### config.mk
export PLATFORM = sky130hd
export DESIGN_NAME = uart_tx_generic
export DESIGN_NICKNAME = d
export VERILOG_FILES = /design/src/rtl/uart_pkg.sv /design/src/rtl/uart_bit_timer.sv /design/src/rtl/uart_tx_generic.sv
export SDC_FILE = /design/constraint.sdc
export NUM_CORES = 1
export LEC_CHECK = 0
export BUFFER_PORTS_ARGS = -buffer_cell sky130_fd_sc_hd__buf_2
export CAP_MARGIN = 20
export CORE_AREA = 2 2 75 59
export CTS_BUF_LIST = sky130_fd_sc_hd__clkbuf_16
export DETAILED_ROUTE_END_ITERATION = 8
export DIE_AREA = 0 0 77 61
export SLEW_MARGIN = 20
export SYNTH_ARGS = -nofsm -noshare
export SYNTH_HDL_FRONTEND = slang
export SYNTH_SLANG_ARGS = --single-unit
### constraint.sdc
create_clock -name clk -period 1.97 [get_ports clk]
set_input_delay 0.4925 -clock clk [delete_from_list [all_inputs] [get_ports clk]]
set_output_delay 0.4925 -clock clk [all_outputs]
set_load 0.02 [all_outputs]
### src/rtl/uart_pkg.sv
// uart_pkg: shared UART types (parity selection, TX states) and line-level constants.
package uart_pkg;
    typedef enum logic [1:0] {
        NONE = 2'b00,
        ODD  = 2'b01,
        EVEN = 2'b10
    } uart_parity_t;

    typedef enum logic [2:0] {
        S_IDLE,
        S_START,
        S_DATA,
        S_PARITY,
        S_STOP
    } uart_tx_state_t;

    localparam logic UART_IDLE_LEVEL = 1'b1;
endpackage

### src/rtl/uart_bit_timer.sv
// uart_bit_timer: counts sample_trigger pulses and flags the first and last sample of each bit.
// Ports: clk, rst (sync, active-high); clear restarts the count; enable gates counting;
// sample_trigger is the sample tick; first marks sample 0 of a bit; bit_done marks the
// final sample of a bit (one pulse every SAMPLES_PER_BIT counted ticks).
module uart_bit_timer #(
    parameter int SAMPLES_PER_BIT = 16
) (
    input  logic clk,
    input  logic rst,
    input  logic clear,
    input  logic enable,
    input  logic sample_trigger,
    output logic first,
    output logic bit_done
);
    localparam int CW = $clog2(SAMPLES_PER_BIT);

    logic [CW-1:0] cnt_q, cnt_d;
    logic          tick;

    assign tick     = enable && sample_trigger;
    assign first    = tick && cnt_q == '0;
    assign bit_done = tick && cnt_q == CW'(SAMPLES_PER_BIT - 1);
    assign cnt_d    = clear ? '0 : !tick ? cnt_q : bit_done ? '0 : cnt_q + 1'b1;

    always_ff @(posedge clk) begin
        if (rst) cnt_q <= '0;
        else     cnt_q <= cnt_d;
    end
endmodule

### src/rtl/uart_tx_generic.sv
// uart_tx_generic: parametrised UART transmitter (start, DATA_BITS data, optional parity, STOP_BITS stop).
// Ports: clk, rst (sync, active-high); sample_trigger sample tick; data/start accept a word when ready;
// parity_mode (00 none, 01 odd, 10 even, 11 none) exists only when UART_TX_PARITY_EN is defined;
// serial_data is the TX line (idles at 1); ready is high while idle and able to accept a word.
module uart_tx_generic
    import uart_pkg::*;
#(
    parameter int DATA_BITS       = 8,
    parameter int SAMPLES_PER_BIT = 16,
    parameter int STOP_BITS       = 1,
    parameter int LSB_FIRST       = 0
) (
    input  logic                 clk,
    input  logic                 rst,
    input  logic                 sample_trigger,
    input  logic [DATA_BITS-1:0] data,
    input  logic                 start,
`ifdef UART_TX_PARITY_EN
    input  logic [1:0]           parity_mode,
`endif
    output logic                 serial_data,
    output logic                 ready
);
    localparam int BW = $clog2(DATA_BITS + 1);

    uart_tx_state_t       state_q, state_d;
    logic [DATA_BITS-1:0] sh_q, sh_d;
    logic [BW-1:0]        bit_q, bit_d;
    logic                 serial_q, serial_d;
    logic                 ready_q;
    logic                 accept, first, bit_done, cur_bit, par_en, par_bit;

    assign accept      = start && ready_q;
    assign cur_bit     = LSB_FIRST != 0 ? sh_q[0] : sh_q[DATA_BITS-1];
    assign serial_data = serial_q;
    assign ready       = ready_q;

    uart_bit_timer #(.SAMPLES_PER_BIT(SAMPLES_PER_BIT)) u_timer (
        .clk            (clk),
        .rst            (rst),
        .clear          (accept),
        .enable         (state_q != S_IDLE),
        .sample_trigger (sample_trigger),
        .first          (first),
        .bit_done       (bit_done)
    );

`ifdef UART_TX_PARITY_EN
    logic [1:0] mode_q;
    logic       par_q;

    always_ff @(posedge clk) begin
        if (rst) begin
            mode_q <= NONE;
            par_q  <= 1'b0;
        end else if (accept) begin
            mode_q <= parity_mode;
            par_q  <= ^data;
        end
    end

    assign par_en  = mode_q == ODD || mode_q == EVEN;
    assign par_bit = mode_q == EVEN ? par_q : ~par_q;
`else
    assign par_en  = 1'b0;
    assign par_bit = 1'b0;
`endif

    // Each bit's level is registered on its first counted sample; bit_done advances the FSM.
    always_comb begin
        state_d  = state_q;
        sh_d     = sh_q;
        bit_d    = bit_q;
        serial_d = serial_q;
        case (state_q)
            S_IDLE: begin
                serial_d = UART_IDLE_LEVEL;
                if (accept) begin
                    state_d = S_START;
                    sh_d    = data;
                    bit_d   = '0;
                end
            end
            S_START: begin
                if (first) serial_d = 1'b0;
                if (bit_done) state_d = S_DATA;
            end
            S_DATA: begin
                if (first) serial_d = cur_bit;
                if (bit_done) begin
                    sh_d  = LSB_FIRST != 0 ? sh_q >> 1 : sh_q << 1;
                    bit_d = bit_q + 1'b1;
                    if (bit_q == BW'(DATA_BITS - 1)) begin
                        bit_d   = '0;
                        state_d = par_en ? S_PARITY : S_STOP;
                    end
                end
            end
            S_PARITY: begin
                if (first) serial_d = par_bit;
                if (bit_done) state_d = S_STOP;
            end
            S_STOP: begin
                if (first) serial_d = 1'b1;
                if (bit_done) begin
                    bit_d = bit_q + 1'b1;
                    if (bit_q == BW'(STOP_BITS - 1)) begin
                        bit_d   = '0;
                        state_d = S_IDLE;
                    end
                end
            end
            default: state_d = S_IDLE;
        endcase
    end

    always_ff @(posedge clk) begin
        if (rst) begin
            state_q  <= S_IDLE;
            sh_q     <= '0;
            bit_q    <= '0;
            serial_q <= UART_IDLE_LEVEL;
            ready_q  <= 1'b0;
        end else begin
            state_q  <= state_d;
            sh_q     <= sh_d;
            bit_q    <= bit_d;
            serial_q <= serial_d;
            ready_q  <= state_d == S_IDLE;
        end
    end
endmodule
==> results of run 1 <==
cells in the final DEF (no fill, tap or decap), types with 2 or more instances in the layout:
| master | synthesis | final |
|---|---|---|
| sky130_fd_sc_hd__ha_1 | 4 | 4 |
| sky130_fd_sc_hd__o21a_1 | 2 | 2 |
| sky130_fd_sc_hd__o211ai_1 | 2 | 2 |
| sky130_fd_sc_hd__clkbuf_16 | 0 | 3 |
| sky130_fd_sc_hd__nor3_1 | 4 | 3 |
| sky130_fd_sc_hd__a22oi_1 | 2 | 2 |
| sky130_fd_sc_hd__buf_2 | 2 | 13 |
| sky130_fd_sc_hd__mux2i_1 | 8 | 8 |
| sky130_fd_sc_hd__a21oi_1 | 17 | 17 |
| sky130_fd_sc_hd__o21ai_0 | 7 | 7 |
| sky130_fd_sc_hd__a21o_1 | 2 | 2 |
| sky130_fd_sc_hd__nand2_1 | 7 | 7 |
| sky130_fd_sc_hd__nor2_1 | 7 | 7 |
| sky130_fd_sc_hd__dfxtp_1 | 21 | 21 |
| sky130_fd_sc_hd__inv_1 | 7 | 8 |
| sky130_fd_sc_hd__nand3_1 | 5 | 5 |
| sky130_fd_sc_hd__buf_4 | 1 | 5 |
| sky130_fd_sc_hd__a211oi_1 | 8 | 8 |
| sky130_fd_sc_hd__nor3b_1 | 2 | 2 |
| sky130_fd_sc_hd__or3b_1 | 2 | 2 |
| sky130_fd_sc_hd__or3_1 | 2 | 2 |
how the worst max path moves through the flow:
stage | startpoint | end | slack [ps] | cells after the start
2_1_floorplan | u_timer.cnt_q[0] | sh_q[1] | 430 | 5
6_report | u_timer.cnt_q[0] | sh_q[7] | 270 | 5
5_1_grt | u_timer.cnt_q[1] | sh_q[7] | 120 | 5
3_3_place_gp | sample_trigger | sh_q[3] | 140 | 5
4_1_cts | u_timer.cnt_q[0] | sh_q[7] | 270 | 5
3_5_place_dp | sample_trigger | sh_q[7] | -60 | 5
cell type report:
| class | instances | share of cell area |
|---|---|---|
| inverter | 7 | 0.01892 |
| clock inverter | 1 | 0.002703 |
| multi-input combinational | 100 | 0.4982 |
| tap | 55 | 0.04955 |
| sequential | 21 | 0.3027 |
| clock buffer | 3 | 0.05405 |
| timing repair buffer | 18 | 0.07387 |
per-layer routing:
| layer | vias to the layer above | routed length, um | GRT usage |
|---|---|---|---|
| met5 | - | 0 | 0 |
| met4 | 0 | 11 | 0.02296 |
| met3 | 2 | 128 | 0.04018 |
| met2 | 24 | 1232 | 0.2231 |
| met1 | 505 | 1308 | 0.1593 |
| li1 | 533 | - | - |
kinds of logic (layout without fill, tap and decap cells):
family | Yosys count | in the layout
simple gates | 38 | 38
xor+xnor | 2 | 2
flops | 21 | 21
mux | 8 | 8
buf+inv | 12 | 29
compound gates | 48 | 48
fa+ha+maj | 4 | 4
state kept, by name, indices dropped and copies added, names as in the netlist:
name	count
ready	1
bit_q	4
u_timer.cnt_q	4
serial_data	1
state_q	3
sh_q	8
synth_stat cells:
cell	instances
sky130_fd_sc_hd__a2111oi_0	1
sky130_fd_sc_hd__a211oi_1	8
sky130_fd_sc_hd__a21o_1	2
sky130_fd_sc_hd__a21oi_1	17
sky130_fd_sc_hd__a21oi_4	1
sky130_fd_sc_hd__a22oi_1	2
sky130_fd_sc_hd__a41oi_1	1
sky130_fd_sc_hd__and2_1	1
sky130_fd_sc_hd__and3b_1	1
sky130_fd_sc_hd__and3b_2	1
sky130_fd_sc_hd__and4_1	1
sky130_fd_sc_hd__buf_2	2
sky130_fd_sc_hd__buf_4	1
sky130_fd_sc_hd__buf_6	1
sky130_fd_sc_hd__clkbuf_1	1
sky130_fd_sc_hd__dfxtp_1	21
sky130_fd_sc_hd__ha_1	4
sky130_fd_sc_hd__inv_1	7
sky130_fd_sc_hd__mux2i_1	8
sky130_fd_sc_hd__nand2_1	7
sky130_fd_sc_hd__nand3_1	5
sky130_fd_sc_hd__nand4_1	1
sky130_fd_sc_hd__nand4b_1	1
sky130_fd_sc_hd__nor2_1	7
sky130_fd_sc_hd__nor2b_1	1
sky130_fd_sc_hd__nor3_1	4
sky130_fd_sc_hd__nor3b_1	2
sky130_fd_sc_hd__nor4_2	1
sky130_fd_sc_hd__o211ai_1	2
sky130_fd_sc_hd__o21a_1	2
sky130_fd_sc_hd__o21ai_0	7
sky130_fd_sc_hd__o22a_1	1
sky130_fd_sc_hd__o22ai_1	1
sky130_fd_sc_hd__o31a_1	1
sky130_fd_sc_hd__o31ai_1	1
sky130_fd_sc_hd__o32ai_2	1
sky130_fd_sc_hd__or3_1	2
sky130_fd_sc_hd__or3b_1	2
sky130_fd_sc_hd__or4_1	1
sky130_fd_sc_hd__xnor2_1	1
sky130_fd_sc_hd__xor2_1	1
metrics by stage:
| step | TNS (ps) | total power [W] | cell area, um^2 |
|---|---|---|---|
| final | 0 | 0.0009709 | 1389 |
| after global routing | 0 | 0.001021 | 1389 |
| after CTS | 0 | 0.0009868 | 1389 |
| after detailed placement | -90.36 | 0.0005600 | 1305 |
| after global placement | 0 | 0.0005546 | 1305 |
| after floorplan | 0 | 0.0005211 | 1166 |
power groups by stage:
| stage | combinational (W) | sequential [W] | clock, W |
|---|---|---|---|
| after floorplan | 0.0000597 | 0.000461 | 0 |
| after global placement | 0.0000925 | 0.000462 | 0 |
| after detailed placement | 0.0000971 | 0.000463 | 0 |
| after CTS | 0.0000980 | 0.000454 | 0.000435 |
| after global routing | 0.000110 | 0.000456 | 0.000456 |
| final | 0.0000978 | 0.000454 | 0.000419 |
critical path, cell delays in order (launching register included):
cell and delay (ps):
sky130_fd_sc_hd__dfxtp_1 350, sky130_fd_sc_hd__ha_1 220, sky130_fd_sc_hd__and4_1 290, sky130_fd_sc_hd__a21oi_1 120, sky130_fd_sc_hd__nor3_2 400, sky130_fd_sc_hd__a211oi_1 170
==> summary by stage, run 1 <==
Power and ir drop
The power share of the sequential group is 0.468. The share of total power dissipated in combinational logic is 0.101. The power spent charging and discharging nets is 0.0002188 W.

The switching power share of the total is 0.2254. The internal portion of the total power is 0.0007521 W. Across the VDD grid, the largest voltage drop is 0.0005212 V. The proportion of power drawn by the clock network is 0.431. In this run the power density over the cells is 699.1 nW/um^2.

The analysis attributes to cell leakage a power of 0.5433 nW.

Synth
Of the total synthesized cell area, the portion taken by full adders, half adders and majority gates is 0.04292. The synthesized flop and latch total is 21. After technology mapping, the gate count stands at 133. The count of yosys warnings during synthesis is 0. The area fraction of the dominant cell type after synthesis is 0.3605.

After synthesis, the largest family of logic cells by area is compound AO/OA/AOI/OAI gates. The number of nets in the synthesized netlist is 149. The cell area after synthesis is 1166 um^2. The share of the Yosys chip area taken by registers is 0.3605. The netlist uses 41 different library cells.

The post-synthesis mux area share is 0.06867. Summed over all instances, the cell type with the most area after synthesis is sky130_fd_sc_hd__dfxtp_1. The post-synthesis compound-gate area fraction is 0.2758. The mean instance size in the synthesized netlist is 8.768 um^2.

The xor and xnor area share after synthesis is 0.01502. Yosys attributes the largest share of cell area to sky130_fd_sc_hd__dfxtp_1, sky130_fd_sc_hd__a21oi_1, sky130_fd_sc_hd__mux2i_1. The simple-gate area share of the yosys netlist is 0.1867.

Final layout
The area used by sequential logic in the layout is 420.4 um^2. Summing all multi-input logic gate instances after layout gives 691.9 um^2. The number of fillers in the final layout is 441. In the final design database the tool counted 167 nets. The post-layout utilization of the core is 0.3513. The growth of design area from synthesis to finish is 19.10%. The antenna diode instance count is 0. The finished layout holds 205 standard cells, fillers aside. Of the cells placed in the final design, the portion with a size suffix greater than 1 is 0.1733.

Worst setup path
The register-to-register setup slack is 270 ps. The source of the worst register-to-register timing path is u_timer.cnt_q[0]. Counting cells, the worst reg-to-reg path comes to 5. Along the worst path, the maximum fanout reaches 7. For the worst setup path, the data required time is 2070 ps. STA puts the critical path data arrival time at 1800 ps.

The startpoint kind of the worst setup timing path is a flip-flop. The worst setup path category is reg2reg. The capture instance of the worst register-to-register path is sh_q[7]. The endpoint class of the critical path is a flip-flop.

Clock tree
TritonCTS built the clock tree. Counting the buffers created by CTS gives 3. Clock latency on the worst-skew pair, taken at its later pin, is 250 ps. The clock root buffer is sky130_fd_sc_hd__clkbuf_16. The depth of the CTS H-tree is 1.

The number of hold buffers added after CTS is 0. The clock sink count is 21. The number of gates resized after CTS was 1. After clock tree synthesis, the setup repair step added 0 buffers. The clock input transition at the sequential cells of the worst setup and hold paths is 50 ps.

Counting along the longest clock path gives a buffer depth of 2.

Placement
The count of buffers added on input and output ports is 13. Once detailed placement completed, the half-perimeter wirelength came to 2027 um. Counting tap cells, the placed design contains a total of 201 instances.

The weighted congestion at the end of routability-driven global placement is 0.7831. Before CTS, the worst setup slack after placement is -64.92 ps.

Hold path
The worst min-delay path startpoint is sh_q[0]. The worst hold path was traced through 2 stages. The worst hold path terminates at sh_q[0]. The type of the most critical hold path is reg2reg.

STA
Counting I/O delays and the setup requirement, the final critical path takes 1702 ps. The final hold slack is 494.5 ps. The transition time at the pin with the least slew margin is 502.3 ps. Across the routed clock network, the largest skew measured is 2.756 ps. The worst max-slew margin expressed relative to the limit is 0.6633. Derived from the worst setup path, the maximum achievable clock frequency is 0.5874 GHz. Dividing the final minimum period by the clock period gives 0.8641. The final setup violation count is 0. Setup repair after global routing left no endpoint under its margin. The total count of hold-check failures in the final report is 0.

The max-slew violation count is 0. The worst-case setup margin in the final layout is 267.6 ps.

Route
The routed via count is 1064. The count of nets left with antenna violations once routing finished came out at 0. The number of remaining DRC errors is 0.

The wire length per cell after detailed routing is 13.07 um. The detailed router finished its first iteration with 44 violations. The pre-antenna-repair detailed-routing pass consisted of 4 iterations. After detailed routing, the number of vias per cell comes to 5.190.

The routed design has 2680 um of wire.

GRT
The maximum number of pins on one net before global-route repair is 17. The global route total overflow is 0. The number of global-route vias before repair is 992. The wire length of the first global-routing pass is 4671 um. For this run, the total global-route usage over all layers was measured as 0.1272. The number of antenna violations at the first check in global routing is 0.

Job
Max-cap violations in this run came to 0.

Floorplanning
The core region area is 3954 um^2. The floorplan step set the die width to 77 um. The die covers 4697 um^2. The initial standard-cell utilization of the core is 0.2949.

The initialized floorplan defines 20 standard-cell rows. The die extent in y is 61 um. The I/O pin total is 14.

Run status
The flow ran to the end, and the final reports show no timing, DRC or antenna violations.
Power figures use the tool's default switching activity.
==> run 2: changes to the inputs <==
--- a/config.mk
+++ b/config.mk
@@ -7,10 +7,11 @@
 export LEC_CHECK = 0
 export BUFFER_PORTS_ARGS = -buffer_cell sky130_fd_sc_hd__buf_2
 export CAP_MARGIN = 20
-export CORE_AREA = 2 2 75 59
+export CORE_AREA = 2 2 57 45
 export CTS_BUF_LIST = sky130_fd_sc_hd__clkbuf_16
 export DETAILED_ROUTE_END_ITERATION = 8
-export DIE_AREA = 0 0 77 61
+export DIE_AREA = 0 0 59 47
+export PLACE_DENSITY = 0.74
 export SLEW_MARGIN = 20
 export SYNTH_ARGS = -nofsm -noshare
 export SYNTH_HDL_FRONTEND = slang
==> summary by stage, run 2 (synthesis gave the netlist of run 1 again) <==
Floorplanning
The core region area is 2215 um^2 (-44%). The cell row count was 15 (-25%). The initial standard-cell utilization of the core came to 0.5266 (+0.2316). The full die area came to 2773 um^2 (-41%).

The width of the die is 59 um (-23%). The I/O pin total came to 14 (unchanged). The die extent in y was 47 um (-23%).

Final layout
The antenna diode instance count is 0 (unchanged). The final cell count without fillers is 174 (-15%). The growth of design area from synthesis to finish is 15.34%.

The count of nets after finishing is 166 (-0.60%). The leading cell type in the layout, fill and taps excluded is sky130_fd_sc_hd__dfxtp_1. The fraction of layout cells with a size suffix above 1 came to 0.1745 (+0.001163). The register ranked first by flip-flop count is sh_q. The number of fillers in the final layout is 199 (-55%). The flip-flop count of the largest register, all copies and words added was 8 (unchanged).

The largest registers in the layout are sh_q (8), bit_q (4), u_timer.cnt_q (4). Leaving out fill and tap cells, the most frequent cells in the layout are sky130_fd_sc_hd__dfxtp_1, sky130_fd_sc_hd__a21oi_1, sky130_fd_sc_hd__buf_2. The post-layout utilization of the core is 0.6073 (+0.2561). The cell area after layout is 1345 um^2 (-3.2%).

STA
The worst max-slew margin expressed relative to the limit is 0.5973 (-0.06603). The total count of hold-check failures in the final report came to 0 (unchanged). Setup repair after global routing left no endpoint under its margin. The transition time at the pin with the least slew margin is 601.9 ps (+99.56 ps).

The max-slew violation count is 0 (unchanged). The final clock period utilization by the worst path is 0.9047 (+0.04052). The clock period minus final worst setup slack is 1782 ps (+79.83 ps). The aggregate negative setup slack is 0 ps (unchanged). The maximum operating frequency is 0.5611 GHz (-4.5%).

The final setup violation count is 0 (unchanged). The worst setup skew after layout was 5.177 ps (+2.421 ps).

Job
The max-capacitance violation count is 0 (unchanged).

GRT
The global route total overflow is 0 (unchanged). The maximum number of pins on one net before global-route repair is 16 (-1). The number of antenna violations at the first check in global routing was 0 (unchanged). The all-layer global routing usage was 0.2106 (+0.08340). The wire length of the first global-routing pass is 4243 um (-9.2%). The number of global-route vias before repair is 886 (-11%).

Worst setup path
The highest cell delay on the worst timing path is 620 ps (+220 ps). The largest fanout of any net on the critical path is 15 (+8). In this run the critical register-to-register path is launched from state_q[2]. The critical path data arrival time came to 1930 ps (+130 ps).

The required time of the critical path is 2110 ps (+40 ps). The register-to-register setup slack was 190 ps (-80 ps). The worst setup path is launched from a flip-flop. The critical path starts at state_q[2]. The capture instance of the worst register-to-register path is bit_q[3]. The depth of the worst register-to-register path was 4 (-1). Following the worst setup path forward leads to its endpoint at bit_q[3]. On the critical path, the stage with the largest delay is an instance of sky130_fd_sc_hd__dfxtp_1. The worst setup path category is reg2reg. STA classifies the critical path endpoint as a flip-flop. The signal on the critical path passes through or3b_1 -> a21o_1 -> a22oi_1 -> o32ai_2.

Clock tree
The depth of the CTS H-tree is 1 (unchanged). The clock input transition at the sequential cells of the worst setup and hold paths came to 60 ps (about the same). The clock latency at the later pin of the worst-skew pair is 260 ps (about the same). The clock sink count is 21 (unchanged).

The number of hold buffers added after CTS is 0 (unchanged). The number of buffers inserted during clock tree synthesis is 3 (unchanged). The tree is rooted in a sky130_fd_sc_hd__clkbuf_16. The number of gates resized after cts was 0 (-1). TritonCTS built the clock tree. The clock tree buffer depth is 2 (unchanged). The total setup buffers inserted after CTS is 0 (unchanged).

Route
The number of remaining DRC errors is 0 (unchanged). The wire length per cell after detailed routing came to 14.37 um (+9.9%). The post-detailed-route via-to-cell ratio is 6.029 (+16%). The routed via count is 1049 (-1.4%). The total routed wirelength is 2501 um (-6.7%).

The detailed router's first-iteration violation count is 35 (-20%). The antenna violation net count after detailed routing came to 0 (unchanged). The first-pass iteration count of the detailed router was 4 (unchanged).

Run status
The flow ran to the end, and the final reports show no timing, DRC or antenna violations.

Placement
The post-placement cell area is 1260 um^2 (-3.5%). The total of buffers placed on input and output ports was 13 (unchanged). The weighted congestion at the end of routability-driven global placement is 0.8683 (+11%).

The number of placed instances, taps included is 170 (-15%). The detailed-placement wirelength estimate is 1812 um (-11%).

Power and ir drop
The highest ir drop seen on vdd is 0.0005702 V (+9.4%). The power consumption came to 0.0009864 W (+1.6%). The leakage power of the design came to 0.5358 nW (-1.4%). The power density over the cells is 733.4 nW/um^2 (+4.9%).

Hold path
The tightest min-delay check is of the reg2reg type.
## run 2: worst min-delay path by stage
stage	start	to	slack, ps	depth (start not counted)
after detailed placement	sh_q[0]	sh_q[0]	470	2
after global placement	sh_q[0]	sh_q[0]	470	2
after floorplan	sh_q[0]	sh_q[0]	440	2
after global routing	rst	bit_q[0]	520	2
after CTS	serial_data	serial_data	510	2
final	sh_q[0]	sh_q[0]	500	2
## run 2: layout make-up
cell class,count,area [um^2],area share
Clock buffer,3,75.07,0.05581
Clock inverter,1,5.005,0.003721
Inverter,7,26.28,0.01953
Multi-Input combinational cell,100,691.9,0.5144
Sequential cell,21,420.4,0.3126
Tap cell,25,31.28,0.02326
Timing Repair Buffer,17,95.09,0.07070
## run 2: metrics by stage
| step | worst slack, ps | hold WS (ps) |
|---|---|---|
| 2_1_floorplan | 428.9 | 443.4 |
| 3_3_place_gp | 110.7 | 470.0 |
| 3_5_place_dp | 39.85 | 471.6 |
| 4_1_cts | 59.17 | 505.0 |
| 5_1_grt | 90.25 | 521.8 |
| 6_report | 187.8 | 501.4 |
## run 2: report_power, final
| group | switching, W | internal [W] | leakage (nW) |
|---|---|---|---|
| clock | 0.000166 | 0.000273 | 0.0409 |
| combinational | 0.0000523 | 0.0000378 | 0.324 |
| sequential | 0.0000152 | 0.000442 | 0.171 |
| total | 0.000234 | 0.000753 | 0.536 |
## run 2: worst max-delay path, delay by kind of cell, from the launching register on
kind,cells,cell delay [ps]
simple gates,1,480
flops,1,620
compound gates,3,560
## run 2: routing by layer
metal  global-route usage  vias to the layer above  routed length [um]
met5                    0                        -                   0
met4              0.08182                        0                  35
met3              0.05785                        5                 120
met2               0.2867                       34                1042
met1               0.3132                      473                1302
li1                     -                      537                   -
